### config.mk
export PLATFORM = sky130hd
export DESIGN_NAME = shift_compare_unit
export DESIGN_NICKNAME = d
export VERILOG_FILES = /design/src/rtl/shift_compare_unit.sv
export SDC_FILE = /design/constraint.sdc
export NUM_CORES = 1
export LEC_CHECK = 0
export CORE_MARGIN = 10
export CORE_UTILIZATION = 60
export CTS_BUF_LIST = sky130_fd_sc_hd__clkbuf_4 sky130_fd_sc_hd__clkbuf_8
export DETAILED_ROUTE_END_ITERATION = 7
export DONT_BUFFER_PORTS = 1
export HOLD_SLACK_MARGIN = 0.12
export PLACE_DENSITY = 0.75
export SLEW_MARGIN = 5
export SYNTH_ARGS = -nofsm -noshare
export SYNTH_HDL_FRONTEND = slang
export SYNTH_SLANG_ARGS = --single-unit
### constraint.sdc
create_clock -name clk -period 5.9 [get_ports clk]
set_clock_uncertainty 0.15 [all_clocks]
set_input_delay 1.18 -clock clk [delete_from_list [all_inputs] [get_ports clk]]
set_output_delay 1.18 -clock clk [all_outputs]
set_load 0.05 [all_outputs]
### src/rtl/shift_compare_unit.sv
// rtl/shift_compare_unit.sv - iterative unsigned compare and one-bit-per-clock shift engine
//
// Captures a_in/b_in on start, compares them unsigned, then shifts the
// selected operand by shamt positions, one position per clock.
//   A < B : C = A shifted left
//   A > B : C = B shifted right (sign-fill when arith)
//   A == B: C = A, no shift cycles
// Optional build macro SHIFT_ROTATE_EN adds the rot input; with rot=1 both
// directions rotate instead of shifting and arith is ignored.
//
// Ports:
//   clk, reset          rising-edge clock, synchronous active-high reset
//   start               request, accepted only while idle
//   a_in, b_in          operands, captured on an accepted start
//   shamt, arith, (rot) shift count and mode, captured with start
//   A, B                captured operands
//   C                   result register
//   busy                high while an operation is in flight
//   done                one-cycle pulse when C is final
//   lt, gt, eq          registered unsigned compare flags of A versus B
module shift_compare_unit #(
  parameter int WIDTH   = 8,
  parameter int SHAMT_W = 3
) (
  input  logic               clk,
  input  logic               reset,
  input  logic               start,
  input  logic [WIDTH-1:0]   a_in,
  input  logic [WIDTH-1:0]   b_in,
  input  logic [SHAMT_W-1:0] shamt,
  input  logic               arith,
`ifdef SHIFT_ROTATE_EN
  input  logic               rot,
`endif
  output logic [WIDTH-1:0]   A,
  output logic [WIDTH-1:0]   B,
  output logic [WIDTH-1:0]   C,
  output logic               busy,
  output logic               done,
  output logic               lt,
  output logic               gt,
  output logic               eq
);

  typedef enum logic [1:0] {
    S_IDLE  = 2'd0,
    S_CMP   = 2'd1,
    S_SHIFT = 2'd2,
    S_DONE  = 2'd3
  } state_t;

  state_t             state;
  state_t             state_nx;
  logic [SHAMT_W-1:0] cnt;
  logic               dir_left;
  logic               arith_q;
  logic               rot_q;
  logic [WIDTH-1:0]   c_left;
  logic [WIDTH-1:0]   c_right;

  // State register
  always_ff @(posedge clk) begin
    if (reset) begin
      state <= S_IDLE;
    end else begin
      state <= state_nx;
    end
  end

  // Next-state logic
  always_comb begin
    state_nx = state;
    case (state)
      S_IDLE:  if (start) state_nx = S_CMP;
      // Equal operands force an effective shift count of zero.
      S_CMP:   state_nx = ((A == B) || (cnt == '0)) ? S_DONE : S_SHIFT;
      S_SHIFT: if (cnt == SHAMT_W'(1)) state_nx = S_DONE;
      S_DONE:  state_nx = S_IDLE;
      default: state_nx = S_IDLE;
    endcase
  end

  // Outputs decoded from state
  always_comb begin
    busy = (state != S_IDLE);
    done = (state == S_DONE);
  end

  // One-position shift of the result register in either direction.
  always_comb begin
    c_left  = rot_q ? {C[WIDTH-2:0], C[WIDTH-1]} : {C[WIDTH-2:0], 1'b0};
    c_right = rot_q ? {C[0], C[WIDTH-1:1]}
                    : {(arith_q & C[WIDTH-1]), C[WIDTH-1:1]};
  end

  // Datapath registers
  always_ff @(posedge clk) begin
    if (reset) begin
      A        <= '0;
      B        <= '0;
      C        <= '0;
      lt       <= 1'b0;
      gt       <= 1'b0;
      eq       <= 1'b0;
      cnt      <= '0;
      dir_left <= 1'b0;
      arith_q  <= 1'b0;
`ifdef SHIFT_ROTATE_EN
      rot_q    <= 1'b0;
`endif
    end else begin
      case (state)
        S_IDLE: begin
          if (start) begin
            A       <= a_in;
            B       <= b_in;
            cnt     <= shamt;
            arith_q <= arith;
`ifdef SHIFT_ROTATE_EN
            rot_q   <= rot;
`endif
          end
        end
        S_CMP: begin
          lt       <= (A < B);
          gt       <= (A > B);
          eq       <= (A == B);
          C        <= (A > B) ? B : A;
          dir_left <= (A < B);
          if (A == B) cnt <= '0;
        end
        S_SHIFT: begin
          C   <= dir_left ? c_left : c_right;
          cnt <= cnt - SHAMT_W'(1);
        end
        default: ;
      endcase
    end
  end

`ifndef SHIFT_ROTATE_EN
  assign rot_q = 1'b0;
`endif

endmodule

==> summary.txt <==
Synthesis
  – Number of different library cells in the post-synthesis netlist: 39
  – Post-synth top area share: 0.3415
  – Post-synth top area cell: sky130_fd_sc_hd__dfxtp_1
  – Number of enable flip-flop cells after synthesis: 0
  – Post-Synthesis Mean Instance Area: 7.895 µm²
  – Total nets after synthesis: 284
  – Share of synthesized area occupied by flip-flops and latches: 0.3415
  – Cells after Synth: 245
  – Top cells by area in the synthesized netlist: sky130_fd_sc_hd__dfxtp_1 (34%), sky130_fd_sc_hd__ha_1 (10%), sky130_fd_sc_hd__a21oi_1 (8.0%), sky130_fd_sc_hd__nand2_1 (8.0%), sky130_fd_sc_hd__nor2_1 (4.3%)
  – Synthesized flop and latch total: 33
  – Count of warnings emitted by yosys: 0
  – Netlist Area Pre-Place: 1934 µm²
  – Post-synthesis async set-or-reset flop share: 0
  – Leading register cell type out of synthesis: sky130_fd_sc_hd__dfxtp_1

Setup path
  – Worst R2R Setup Slack: 3170 ps
  – Origin of the worst setup path: state[1]
  – Critical Path AT: 1430 ps
  – Length in cells of the worst reg-to-reg path: 7
  – Critical path data required time: 4570 ps
  – Worst reg2reg path endpoint: C[7]
  – Worst Path Max Fanout: 4
  – Crit Path Class: reg -> out
  – Startpoint kind of the worst setup timing path: register
  – Worst setup endpoint: busy
  – Sort of element at the end of the critical path: output port
  – Launch instance of the worst register-to-register path: B[5]

GRT
  – Antenna violations before repair: 0
  – Pin count of the biggest net entering global routing: 31
  – Wire length of the first global-routing pass: 7948 µm
  – GRT Util Overall: 0.1611
  – Overflow left after global routing: 0
  – Via count of the first global-routing pass: about 1600

STA
  – Number of hold violations in the final report: 0
  – Final worst path period need: 2761 ps
  – Share of the clock period used by the worst path after layout: 0.4680
  – Unrepaired setup endpoints after global routing: false
  – Number of slew-limit violations in the final report: 0
  – Relative max-transition margin: 0.3939
  – Worst Tran Pin Value: ~910 ps
  – Setup WS post-layout: roughly 3100 ps
  – Highest clock frequency the design can meet: ~360 MHz
  – Final setup vio count: 0
  – Total negative slack for setup checks: 0 ps

Routing
  – Routed vias: about 1600
  – Total wirelength of the detailed-routed design: 4673 µm
  – Detailed-route vias per instance: 5.717
  – DRC Markers: 0
  – Number of design-rule violations left by the first detailed-router iteration: between 100 and 150
  – Initial DRT Pass Iterations: 4
  – WL per Instance: approximately 16 µm
  – Number of nets with antenna violations after routing: 0

Floorplan
  – Horiz. Die Dim: 76.78 µm
  – Floorplan core area: roughly 3100 µm²
  – Chip height: around 77 µm
  – # rows: 20
  – Effective utilization at floorplan: 0.6285
  – Die Area: 5895 µm²
  – Boundary Pins: 52

Final layout
  – Diode insertion count for antenna repair: 0
  – Area occupied by multi-input gates: ~1200 µm²
  – Share of cells above drive strength 1: 0.05785
  – Filler cell count in the final layout: 272
  – Final Net Count: 280
  – Area growth syn-to-layout: 3.234%
  – Area occupied by registers: ~660 µm²

Pwr
  – Peak ir drop on the vdd network: 0.3620 mV
  – P_leak: 0.7277 nW
  – Power Density: 658.0 nW/µm²

Run
  – Reported max-cap violation count: 0

Placed design
  – Half-perimeter wire length after detailed placement: 3579 µm
  – Final weighted congestion in routability-driven placement: roughly 0.90
  – Setup slack at placement: between 3000 and 4000 ps
  – Port-buffer cells: 0

Clock tree
  – CTS tree: yes
  – Clock tree root buffer cell: sky130_fd_sc_hd__clkbuf_4
  – Hold-fix buffer count after cts: 0
  – Clock Path Buffers: 2
  – Htree depth: 2
  – Total CTS buffers: 5
  – Insertion delay of the later-clocked pin in the worst-skew pair: approximately 350 ps
  – Clock input transition at the sequential cells of the worst setup and hold paths: 110 ps
  – Clock tree sinks: 33
  – Quantity of gates resized following cts: 0
  – Number of setup buffers added after CTS: 0

Outcome
  – Result of the run: finished clean

Hold path
  – Class of the most critical hold timing path: reg -> reg
worst min path at each step:
stage	startpoint	cells after the start	slack, ps	endpoint
finish	arith_q	2	310	arith_q
global route	arith_q	2	350	arith_q
floorplan	arith_q	2	290	arith_q
detailed placement	arith_q	2	300	arith_q
global placement	arith_q	2	290	arith_q
CTS	arith_q	2	310	arith_q
layout make-up:
type	instances	share of cell area
clock inverter	1	0.003759
clock buffer	7	0.02632
multi-input combinational	184	0.5796
tap	44	0.02757
inverter	17	0.03195
sequential	33	0.3308
state kept, by name, indices dropped and copies added, names as in the netlist, 2 cells and up:
name,cells
A,8
B,8
C,8
cnt,3
state,2
routing by layer:
layer | GRT usage | wire length, µm
met3 | 0.06876 | 445
met5 | 0 | 0
met4 | 0.06691 | 83
met1 | 0.2074 | 2225
met2 | 0.2277 | 1919
report_power, final:
part / switching, mW / internal [mW]
clock: 0.0800 / 0.0562
sequential: 0.262 / 0.290
combinational: 0.382 / 0.244
placed cells by master, fill, tap and decap left out, types with 2 or more instances in the layout:
| cell | instances |
|---|---|
| sky130_fd_sc_hd__nand2_1 | 41 |
| sky130_fd_sc_hd__dfxtp_1 | 33 |
| sky130_fd_sc_hd__a21oi_1 | 31 |
| sky130_fd_sc_hd__nor2_1 | 22 |
| sky130_fd_sc_hd__inv_1 | 17 |
| sky130_fd_sc_hd__ha_1 | 16 |
| sky130_fd_sc_hd__o21ai_0 | 8 |
| sky130_fd_sc_hd__nor3_1 | 8 |
| sky130_fd_sc_hd__clkbuf_4 | 7 |
| sky130_fd_sc_hd__and2_1 | 6 |
| sky130_fd_sc_hd__mux2i_1 | 6 |
| sky130_fd_sc_hd__nor2b_1 | 5 |
| sky130_fd_sc_hd__nor4b_1 | 5 |
| sky130_fd_sc_hd__a2111oi_0 | 5 |
| sky130_fd_sc_hd__a211oi_1 | 4 |
| sky130_fd_sc_hd__nand3_1 | 3 |
| sky130_fd_sc_hd__nand2b_1 | 2 |
| sky130_fd_sc_hd__nand4_1 | 2 |
| sky130_fd_sc_hd__o21ai_1 | 2 |
| sky130_fd_sc_hd__nor3b_1 | 2 |
cells in the mapped netlist (2+ instances only):
cell / number
sky130_fd_sc_hd__nor3b_1: 2
sky130_fd_sc_hd__and2_1: 6
sky130_fd_sc_hd__a211oi_1: 4
sky130_fd_sc_hd__nor4b_1: 5
sky130_fd_sc_hd__dfxtp_1: 33
sky130_fd_sc_hd__a2111oi_0: 5
sky130_fd_sc_hd__mux2i_1: 6
sky130_fd_sc_hd__nand3_1: 3
sky130_fd_sc_hd__clkbuf_1: 5
sky130_fd_sc_hd__nand2_1: 41
sky130_fd_sc_hd__nand2b_1: 2
sky130_fd_sc_hd__buf_2: 3
sky130_fd_sc_hd__nand4_1: 2
sky130_fd_sc_hd__nor3_1: 8
sky130_fd_sc_hd__a21oi_1: 31
sky130_fd_sc_hd__nor2_1: 22
sky130_fd_sc_hd__o21ai_0: 8
sky130_fd_sc_hd__inv_1: 17
sky130_fd_sc_hd__ha_1: 16
sky130_fd_sc_hd__buf_4: 2
sky130_fd_sc_hd__nor2b_1: 5
sky130_fd_sc_hd__o21ai_1: 2
through the flow:
stage	cell area [µm²]	hold WS, ps	std cells	total power [mW]	util
after floorplan	1934	286.3	245	1.063	-
after CTS	1997	310.7	286	1.312	0.6488
after global placement	1937	288.7	278	1.170	0.6293
final	1997	312.9	286	1.314	0.6488
after detailed placement	1937	296.1	278	1.177	0.6293
after global routing	1997	349.0	286	1.425	0.6488
critical path, cell delays in order, from the launching register on:
cell and delay, ps:
sky130_fd_sc_hd__dfxtp_1 410, sky130_fd_sc_hd__inv_1 110, sky130_fd_sc_hd__ha_1 220, sky130_fd_sc_hd__inv_1 330
kinds of logic after synthesis:
group	Yosys count	synth area share
buf+inv	28	0.06015
flops	33	0.3415
mux	7	0.03687
simple gates	100	0.2542
fa+ha+maj	16	0.1035
xor+xnor	1	0.004529
compound gates	60	0.1992
(Power assumes the default switching activity.)
